$ cat config.mk
export PLATFORM = sky130hd
export DESIGN_NAME = fetch_unit_pf
export DESIGN_NICKNAME = d
export VERILOG_FILES = /design/src/rtl/fetch_pkg.sv /design/src/rtl/pf_fifo.sv /design/src/rtl/fetch_unit_pf.sv
export SDC_FILE = /design/constraint.sdc
export NUM_CORES = 1
export LEC_CHECK = 0
export BUFFER_PORTS_ARGS = -buffer_cell sky130_fd_sc_hd__buf_2
export CAP_MARGIN = 10
export CORE_MARGIN = 4
export CORE_UTILIZATION = 40
export CTS_CLUSTER_SIZE = 20
export DETAILED_ROUTE_END_ITERATION = 8
export GPL_TIMING_DRIVEN = 0
export HOLD_SLACK_MARGIN = 0.05
export PLACE_DENSITY = 0.7
export REMOVE_ABC_BUFFERS = 1
export SLEW_MARGIN = 20
export SYNTH_ARGS = -nofsm -noshare
export SYNTH_HDL_FRONTEND = slang
export SYNTH_SLANG_ARGS = --single-unit
$ cat constraint.sdc
create_clock -name clk -period 3.7 [get_ports clk]
set_clock_uncertainty 0.1 [all_clocks]
set_input_delay 0.185 -clock clk [delete_from_list [all_inputs] [get_ports clk]]
set_output_delay 0.185 -clock clk [all_outputs]
set_load 0.005 [all_outputs]
$ cat src/rtl/fetch_pkg.sv
// Shared fetch-side definitions: reset vector, instruction size, branch
// target arithmetic and the prefetch entry layout.
package fetch_pkg;

    localparam logic [31:0] RESET_PC_DEFAULT = 32'h0040_0000;
    localparam int          INST_BYTES       = 4;

    // One buffered instruction together with the address it was fetched from.
    typedef struct packed {
        logic [31:0] inst;
        logic [31:0] pc;
    } fetch_entry_t;

    // PC-relative branch target: the word after the branch plus a signed word
    // offset. Computed at 64 bits so any narrower caller simply truncates and
    // gets the correct modulo-2^ADDR_W result. Low two bits of pc are ignored.
    function automatic logic [63:0] br_target(input logic [63:0] pc,
                                              input logic [15:0] imm16);
        logic [63:0] base;
        logic [63:0] offset;
        base   = {pc[63:2], 2'b00};
        offset = {{46{imm16[15]}}, imm16, 2'b00};
        return base + 64'(INST_BYTES) + offset;
    endfunction

endpackage

$ cat src/rtl/pf_fifo.sv
// Prefetch FIFO: DEPTH-entry synchronous FIFO with first-word fall-through
// head, single-cycle flush and an occupancy count used for fetch credits.
module pf_fifo #(
    parameter int WIDTH = 64,
    parameter int DEPTH = 4
) (
    input  logic                     clk,
    input  logic                     rst_n,
    input  logic                     push,
    input  logic [WIDTH-1:0]         push_data,
    input  logic                     pop,
    input  logic                     flush,
    output logic [$clog2(DEPTH):0]   count,
    output logic                     full,
    output logic                     empty,
    output logic [WIDTH-1:0]         head
);

    localparam int PTR_W = $clog2(DEPTH);
    localparam int CNT_W = PTR_W + 1;

    logic [WIDTH-1:0] mem [DEPTH];
    logic [PTR_W-1:0] rd_ptr;
    logic [PTR_W-1:0] wr_ptr;
    logic             pop_ok;

    assign full   = (count == CNT_W'(DEPTH));
    assign empty  = (count == '0);
    assign pop_ok = pop && !empty;
    assign head   = mem[rd_ptr];

    // Pointer and occupancy tracking; flush discards every buffered entry.
    always_ff @(posedge clk or negedge rst_n) begin
        if (!rst_n) begin
            rd_ptr <= '0;
            wr_ptr <= '0;
            count  <= '0;
        end else if (flush) begin
            rd_ptr <= '0;
            wr_ptr <= '0;
            count  <= '0;
        end else begin
            if (push)   wr_ptr <= wr_ptr + PTR_W'(1);
            if (pop_ok) rd_ptr <= rd_ptr + PTR_W'(1);
            unique case ({push, pop_ok})
                2'b10:   count <= count + CNT_W'(1);
                2'b01:   count <= count - CNT_W'(1);
                default: count <= count;
            endcase
        end
    end

    // Storage array; contents only become visible once counted, so no reset.
    always_ff @(posedge clk) begin
        if (push) mem[wr_ptr] <= push_data;
    end

endmodule

$ cat src/rtl/fetch_unit_pf.sv
// Instruction fetch unit with prefetch buffer: owns the PC, issues one word
// fetch per cycle to a 1-cycle-latency memory while credits allow, buffers
// responses and hands them to decode over valid/ready. A taken branch
// redirects the PC and flushes all younger work.
module fetch_unit_pf
    import fetch_pkg::*;
#(
    parameter int          ADDR_W   = 32,
    parameter int          INST_W   = 32,
    parameter int          DEPTH    = 4,
    parameter logic [31:0] RESET_PC = RESET_PC_DEFAULT
) (
    input  logic              clk,
    input  logic              rst_n,
    output logic              imem_en,
    output logic [ADDR_W-1:0] imem_addr,
    input  logic [INST_W-1:0] imem_rdata,
    input  logic              br_taken,
    input  logic [ADDR_W-1:0] br_pc,
    input  logic [15:0]       br_imm16,
    input  logic              halt,
    output logic [INST_W-1:0] inst,
    output logic [ADDR_W-1:0] inst_pc,
    output logic              inst_valid,
    input  logic              inst_ready
);

    localparam int CNT_W = $clog2(DEPTH) + 1;
    localparam int OCC_W = CNT_W + 1;
    localparam logic [ADDR_W-1:0] RESET_PC_ALIGNED = ADDR_W'(RESET_PC) & ~ADDR_W'(3);

    logic [ADDR_W-1:0]        pc;
    logic [ADDR_W-1:0]        resp_pc;
    logic [ADDR_W-1:0]        target;
    logic                     inflight;
    logic                     issue;
    logic                     push;
    logic                     pop;
    logic [OCC_W-1:0]         occupancy;
    logic [CNT_W-1:0]         fifo_count;
    logic                     fifo_full;
    logic                     fifo_empty;
    logic [INST_W+ADDR_W-1:0] fifo_head;

    assign target = ADDR_W'(br_target(64'(br_pc), br_imm16));

    // Credits: buffered entries plus the outstanding response, less the entry
    // leaving this cycle, must leave room for the request being issued.
    assign pop       = !fifo_empty && inst_ready;
    assign occupancy = OCC_W'(fifo_count) + OCC_W'(inflight) - OCC_W'(pop);
    assign issue     = rst_n && !halt && !br_taken && (occupancy < OCC_W'(DEPTH));

    assign imem_en   = issue;
    assign imem_addr = pc;

    // A redirect in the response cycle kills the response; the full guard is
    // unreachable while the credit rule holds.
    assign push = inflight && !br_taken && !fifo_full;

    assign inst_valid       = !fifo_empty;
    assign {inst, inst_pc}  = fifo_empty ? '0 : fifo_head;

    // PC sequencing and the single outstanding-request flag.
    always_ff @(posedge clk or negedge rst_n) begin
        if (!rst_n) begin
            pc       <= RESET_PC_ALIGNED;
            inflight <= 1'b0;
        end else if (br_taken) begin
            pc       <= target;
            inflight <= 1'b0;
        end else if (issue) begin
            pc       <= pc + ADDR_W'(INST_BYTES);
            inflight <= 1'b1;
        end else begin
            inflight <= 1'b0;
        end
    end

    // Remember the address of the outstanding request to tag its response.
    always_ff @(posedge clk) begin
        if (issue) resp_pc <= pc;
    end

    pf_fifo #(
        .WIDTH (INST_W + ADDR_W),
        .DEPTH (DEPTH)
    ) u_fifo (
        .clk       (clk),
        .rst_n     (rst_n),
        .push      (push),
        .push_data ({imem_rdata, resp_pc}),
        .pop       (pop),
        .flush     (br_taken),
        .count     (fifo_count),
        .full      (fifo_full),
        .empty     (fifo_empty),
        .head      (fifo_head)
    );

endmodule
# Word-level counts from Yosys, hierarchy flattened
# Memory sizes are Yosys's and may differ from the RTL's.
# Cells that the tools add are included.
[op_classes]
mux = 13
eq_ne = 3
add_sub_neg = 9
n_reduce_logical = 16
order_cmp = 1
[op_table]
columns = ["cell", "count"]
rows = [
  ["adder 32 x 3 -> 32 bit (second input constant)", 2],
  ["2-to-1 mux 32 bit", 2],
  ["2-to-1 mux 64 bit", 1],
  ["adder 32 x 18 -> 32 bit", 1],
  ["2-to-1 mux 2 bit", 4],
  ["logical AND 1 bit", 7],
  ["case mux 3 bit (2 select lines)", 1],
  ["nonzero test 2 bit", 3],
  ["adder 2 x 1 -> 2 bit (second input constant)", 2],
  ["adder 3 x 1 -> 4 bit", 1],
  ["logical NOT 1 bit", 4],
  ["less-than comparator 4 x 3 -> 1 bit (second input constant)", 1],
  ["2-to-1 mux 1 bit", 4],
  ["subtractor 4 x 1 -> 4 bit", 1],
  ["adder 3 x 1 -> 3 bit (second input constant)", 1],
  ["== test 3 bit (second input constant)", 1],
  ["logical NOT 3 bit", 1],
  ["2-to-1 mux 3 bit", 1],
  ["nonzero test 3 bit", 1],
  ["subtractor 3 x 1 -> 3 bit (second input constant)", 1],
  ["== test 2 x 1 -> 1 bit (second input constant)", 1],
  ["== test 2 bit (second input constant)", 1],
]
[totals]
input_bits = 85
n_memories = 1
mem_bits_rw = 256
regBits = 72
[mem_list]
columns = ["name", "depth", "width", "rd", "rd_ports_with_merged_regs", "write_ports", "line_no", "source"]
rows = [
  ["u_fifo.mem", 4, 64, 1, 0, 1, "pf_fifo.sv:22", "logic [WIDTH-1:0] mem [DEPTH];"],
]

# Longest topological paths before layout
[logic_depth]
depth_word = 8
depth_mapped = 15

# Hierarchy
# From an unflattened synthesis, not the netlist that was laid out.
[hier_totals]
hier_cells = 957
hier_area_um2 = 15049.4
[by_module_without_submodules]
columns = ["mod", "n_inst", "cells_each", "area_per_inst_um2"]
rows = [
  ["pf_fifo", 1, 386, 9728.1],
  ["fetch_unit_pf", 1, 571, 5321.4],
]

# Worst setup path after synthesis
# OpenSTA, ideal clock, no wires.
[synth_path]
path_kind = "register -> register"
start = "register u_fifo.count[2]"
end = "register pc[3], in the netlist imem_addr[3]"
stages_incl_launch_ff = 15
period_less_slack_ns = 3.122
required_ns = 3.461
arrival_time_ns = 2.882
setup_time_ns = 0.139
path_slack_ns = 0.578
path_cell_list = "dfrtp_1 > inv_1 > nand3_1 > nand2_1 > inv_1 > ha_1 > inv_1 > ha_1 > nor4bb_4 > o31a_1 > nor3_2 > buf_4 > buf_6 > mux2i_1 > o21ai_0"
[synth_between]
elab_chain_cells = 7
word_cells_on_any_way = 8
[synth_lines]
columns = ["item", "line_no", "source"]
rows = [
  ["start, declared", "pf_fifo.sv:13", "output logic [$clog2(DEPTH):0] count,"],
  ["start signal, assigned", "pf_fifo.sv:46", "2'b10: count <= count + CNT_W'(1);"],
  ["start signal, assigned", "pf_fifo.sv:47", "2'b01: count <= count - CNT_W'(1);"],
  ["start signal, assigned", "pf_fifo.sv:48", "default: count <= count;"],
  ["branches (longest 3 deep; another with adder 3 x 1 -> 4 bit)", "-", ""],
  ["subtractor 4 x 1 -> 4 bit *", "fetch_unit_pf.sv:50", "assign occupancy = OCC_W'(fifo_count) + OCC_W'(inflight) - OCC_W'(pop);"],
  ["less-than comparator 4 x 3 -> 1 bit *", "fetch_unit_pf.sv:51", "assign issue = rst_n && !halt && !br_taken && (occupancy < OCC_W'(DEPTH));"],
  ["logical AND 1 bit *", "fetch_unit_pf.sv:51", ""],
  ["named net imem_en", "fetch_unit_pf.sv:15", "output logic imem_en,"],
  ["nonzero test 2 bit (no source line) *", "-", ""],
  ["end signal, assigned", "fetch_unit_pf.sv:69", "pc <= target;"],
  ["end signal, assigned", "fetch_unit_pf.sv:72", "pc <= pc + ADDR_W'(INST_BYTES);"],
  ["end, declared", "fetch_unit_pf.sv:32", "logic [ADDR_W-1:0] pc;"],
]
# Mark *: on every way through the listed nets, which the timed path passes.
# A chain may end at the register's enable or synchronous reset.

# Worst setup path after layout
[layout_path]
start = "register u_fifo.count[1]"
end = "output port imem_en"
[layout_between]
elab_chain_cells = 6
word_cells_on_any_way = 7
[layout_lines]
columns = ["item", "line_no"]
rows = [
  ["branches (longest 3 deep; another with adder 3 x 1 -> 4 bit)", "-"],
  ["subtractor 4 x 1 -> 4 bit *", "fetch_unit_pf.sv:50"],
  ["less-than comparator 4 x 3 -> 1 bit *", "fetch_unit_pf.sv:51"],
  ["logical AND 1 bit *", "fetch_unit_pf.sv:51"],
  ["end, declared", "fetch_unit_pf.sv:15"],
]
# Every way passes the cells marked *.

==> results.sh <==
export IMPL_max_freq_mhz=295.3
export IMPL_worstReg2RegStart="u_fifo.count[1]"
export IMPL_numCtsBuffers=34
export IMPL_hpwl_mm=20.57
export IMPL_fp_dieH_um=198.8
export IMPL_dr_pass1_iters=4
export IMPL_wl_per_cell_um=18.83
export IMPL_fin_nets=1303
export IMPL_ir_worst_vdd_mv=0.2605
export IMPL_r2r_end="imem_addr[21]"
export IMPL_drt_wl_total_mm=30.81
export IMPL_end_kind="output pin"
export IMPL_layout_cells_non_filler=1636
export IMPL_io_pins=183
export IMPL_final_max_slew_viol_count=0
export IMPL_antenna_found_initial=0
export IMPL_total_power_uw=10650
export IMPL_htreeDepth=2
export IMPL_synthArstFlopShare_pct=12.03
export IMPL_fin_crit_sh_pct=91.51
export IMPL_cts_root_buffer="clkbuf_16"
export IMPL_drc=0
export IMPL_post_synth_top_count_cell="edfxtp_1"
export IMPL_num_antenna_cells=0
export IMPL_synth_common_cells="278 x edfxtp_1, 68 x and2_1, 66 x ha_1"
export IMPL_holdPathEnd="u_fifo.rd_ptr[0]"
export IMPL_drt_vias_per_instance=5.168
export IMPL_startpoint="u_fifo.count[1]"
export IMPL_grt_overflow=0
export IMPL_p_int_uw=7669
export IMPL_r2r_cells=16
export IMPL_grt_pass1_vias=8843
export IMPL_start_util_pct=40.75
export IMPL_dieArea_sq_um=39530
export IMPL_switching_power_uw=2981
export IMPL_cp_arrival_ns=3.10
export IMPL_die_w_um=198.8
export IMPL_required_ns=3.41
export IMPL_synth_top_cell_area_share_pct=57.31
export IMPL_grt_pass1_wl_mm=48.36
export IMPL_combPwrFrac_pct=24.7
export IMPL_drv_cap=0
export IMPL_dpl_instance_area_sq_um=16100
export IMPL_hold_depth=5
export IMPL_synth_edf_count=278
export IMPL_reg2reg_slack_ns=0.33
export IMPL_grt_usage_pct=15.46
export IMPL_worst_pin_slew_ns=0.9445
export IMPL_synthesis_area_sq_um=14570
export IMPL_final_area_sq_um=17710
export IMPL_synth_area_per_cell_sq_um=15.76
export IMPL_ys_flop_type="edfxtp_1"
export IMPL_ant_nets=0
export IMPL_synth_cell_type_count=71
export IMPL_num_fill_cells=3071
export IMPL_synthTopCellsByArea="edfxtp_1 57%, mux4_2 9.6%, dfrtp_1 6.4%, ha_1 5.7%, and2_1 2.9%"
export IMPL_ys_warn_count=0
export IMPL_grt_max_degree=52
export IMPL_p_leak_uw=0.006590
export IMPL_post_place_ws_ns=0.03156
export IMPL_hold_violations=0
export IMPL_clock_sinks=316
export IMPL_gp_congestion=0.8252
export IMPL_ys_ff_latch=316
export IMPL_cts_buffer_depth=3
export IMPL_drive_gt1_share_pct=28.51
export IMPL_cts_tree="built"
export IMPL_hold_class="in -> reg"
export IMPL_path_clk_slew_ns=0.06
export IMPL_hp_start="inst_ready"
export IMPL_syn2layout_area_growth_pct=21.57
export IMPL_rows=69
export IMPL_synth_largest_area_cell="edfxtp_1"
export IMPL_worstSkewPairLatency_ns=0.49
export IMPL_dpl_cell_count=1532
export IMPL_vias=8455
export IMPL_drtIter0Drc=392
export IMPL_ys_seq_area_share_pct=63.85
export IMPL_core_sq_um=35740
export IMPL_clock_power_share_pct=32.9
export IMPL_setup_viol=0
export IMPL_portBuffers=176
export IMPL_seqPwrFrac_pct=42.4
export IMPL_period_minus_slack_ns=3.386
export IMPL_worstSetupPathType="reg -> out"
export IMPL_critPathLaunchType="flip-flop"
export IMPL_rsz0062_at_grt="no"
export IMPL_syn_inst=924
export IMPL_setup_tns_ns=0
export IMPL_power_density_nw_per_um2=601.4
export IMPL_path_max_fanout=15
export IMPL_layout_setup_ws_ns=0.3140
export IMPL_status="finished, final reports clean"
export IMPL_max_slew_margin_rel_pct=37.03
export IMPL_p_sw_share_pct=27.99
## worst max-delay path, cell delays in order (launching register included)
cell       delay [ns]
dfrtp_1          0.44
inv_1            0.16
nand3_4          0.14
nand2_1          0.10
inv_1            0.16
ha_1             0.18
inv_1            0.05
ha_1             0.30
and3b_1          0.18
o2111ai_2        0.25
nor3_4           0.33
buf_8            0.20
buf_2            0.13
## cell type report
cell class	instances	area (sq um)	share of cell area, %
multi-input combinational	549	5041	28.47
clock inverter	21	279.0	1.576
timing repair buffer	230	1536	8.677
inverter	19	71.32	0.4028
clock buffer	40	894.6	5.052
tap	461	576.8	3.257
sequential	316	9308	52.56
## routing by layer
layer / part of all wire [%] / global-route usage [%]
met1: 43 / 19.90
met2: 49 / 26.25
met3: 6.4 / 3.794
met4: 2.0 / 4.357
met5: 0 / 0
## registers in the layout, summed over array words and instances, names as in the netlist
register and cells:
imem_addr 30, u_fifo.rd_ptr 2, u_fifo.mem 248, u_fifo.count 3, u_fifo.wr_ptr 2, inflight 1
resp_pc 30
## power by group through the flow
stage / Sequential (uW) / Clock, uW / Combinational [uW]
2_1_floorplan: 4580 / 0 / 1460
3_3_place_gp: 4780 / 0 / 2540
3_5_place_dp: 4590 / 0 / 2600
4_1_cts: 4510 / 3610 / 2660
5_1_grt: 4550 / 3760 / 2930
6_report: 4510 / 3510 / 2630
## through the flow
step           hold WS (ns)  utilization (%)
2_1_floorplan       -0.2106                -
3_3_place_gp         0.2667            44.28
3_5_place_dp         0.2772            45.04
4_1_cts             0.09037            49.45
5_1_grt              0.1673            49.54
6_report             0.1280            49.54
## layout by cell type (no fill, tap or decap), types with 7 or more instances in the layout
cell           instances
edfxtp_1             278
buf_2                176
ha_1                  66
and2_1                64
mux4_2                62
nand2_1               44
dlygate4sd3_1         39
a21oi_1               36
clkbuf_16             35
dfrtp_1               35
xnor2_1               33
nor2_1                31
o21ai_0               22
xor2_1                21
inv_1                 19
nand4_1               18
nand3_1               15
a21o_1                14
mux2i_1               11
and3_1                 8
and4_1                 8
a31oi_1                7
## worst max-delay path by stage
stage | endpoint | slack [ns]
3_5_place_dp | imem_addr[29] | 0.03
5_1_grt | imem_addr[21] | 0.09
4_1_cts | imem_addr[22] | 0.07
6_report | imem_en | 0.31
2_1_floorplan | imem_addr[29] | -2.03
3_3_place_gp | imem_addr[29] | -4.98
## timing repair
action | 4_1_cts | 5_1_grt
pin swaps | 1 | 2
endpoints found under the hold margin | 168 | 1
hold buffers | 38 | 1
buffers inserted | 3 | 1
setup endpoints to repair | 1 | 22
gates resized for setup | 0 | 2
## kinds of logic (layout without fill, tap and decap cells)
kind of cell	after synthesis	in the layout	share of synthesized area [%]
flip-flops	316	316	63.85
adder cells (fa/ha/maj)	68	68	5.945
AO/OA/AOI/OAI	126	126	5.653
buffers and inverters	62	310	1.916
other	1	4	0.02575
multiplexers	75	75	10.50
XOR/XNOR	54	54	3.247
AND/OR/NAND/NOR	222	222	8.865
Power figures use the tool's default switching activity.
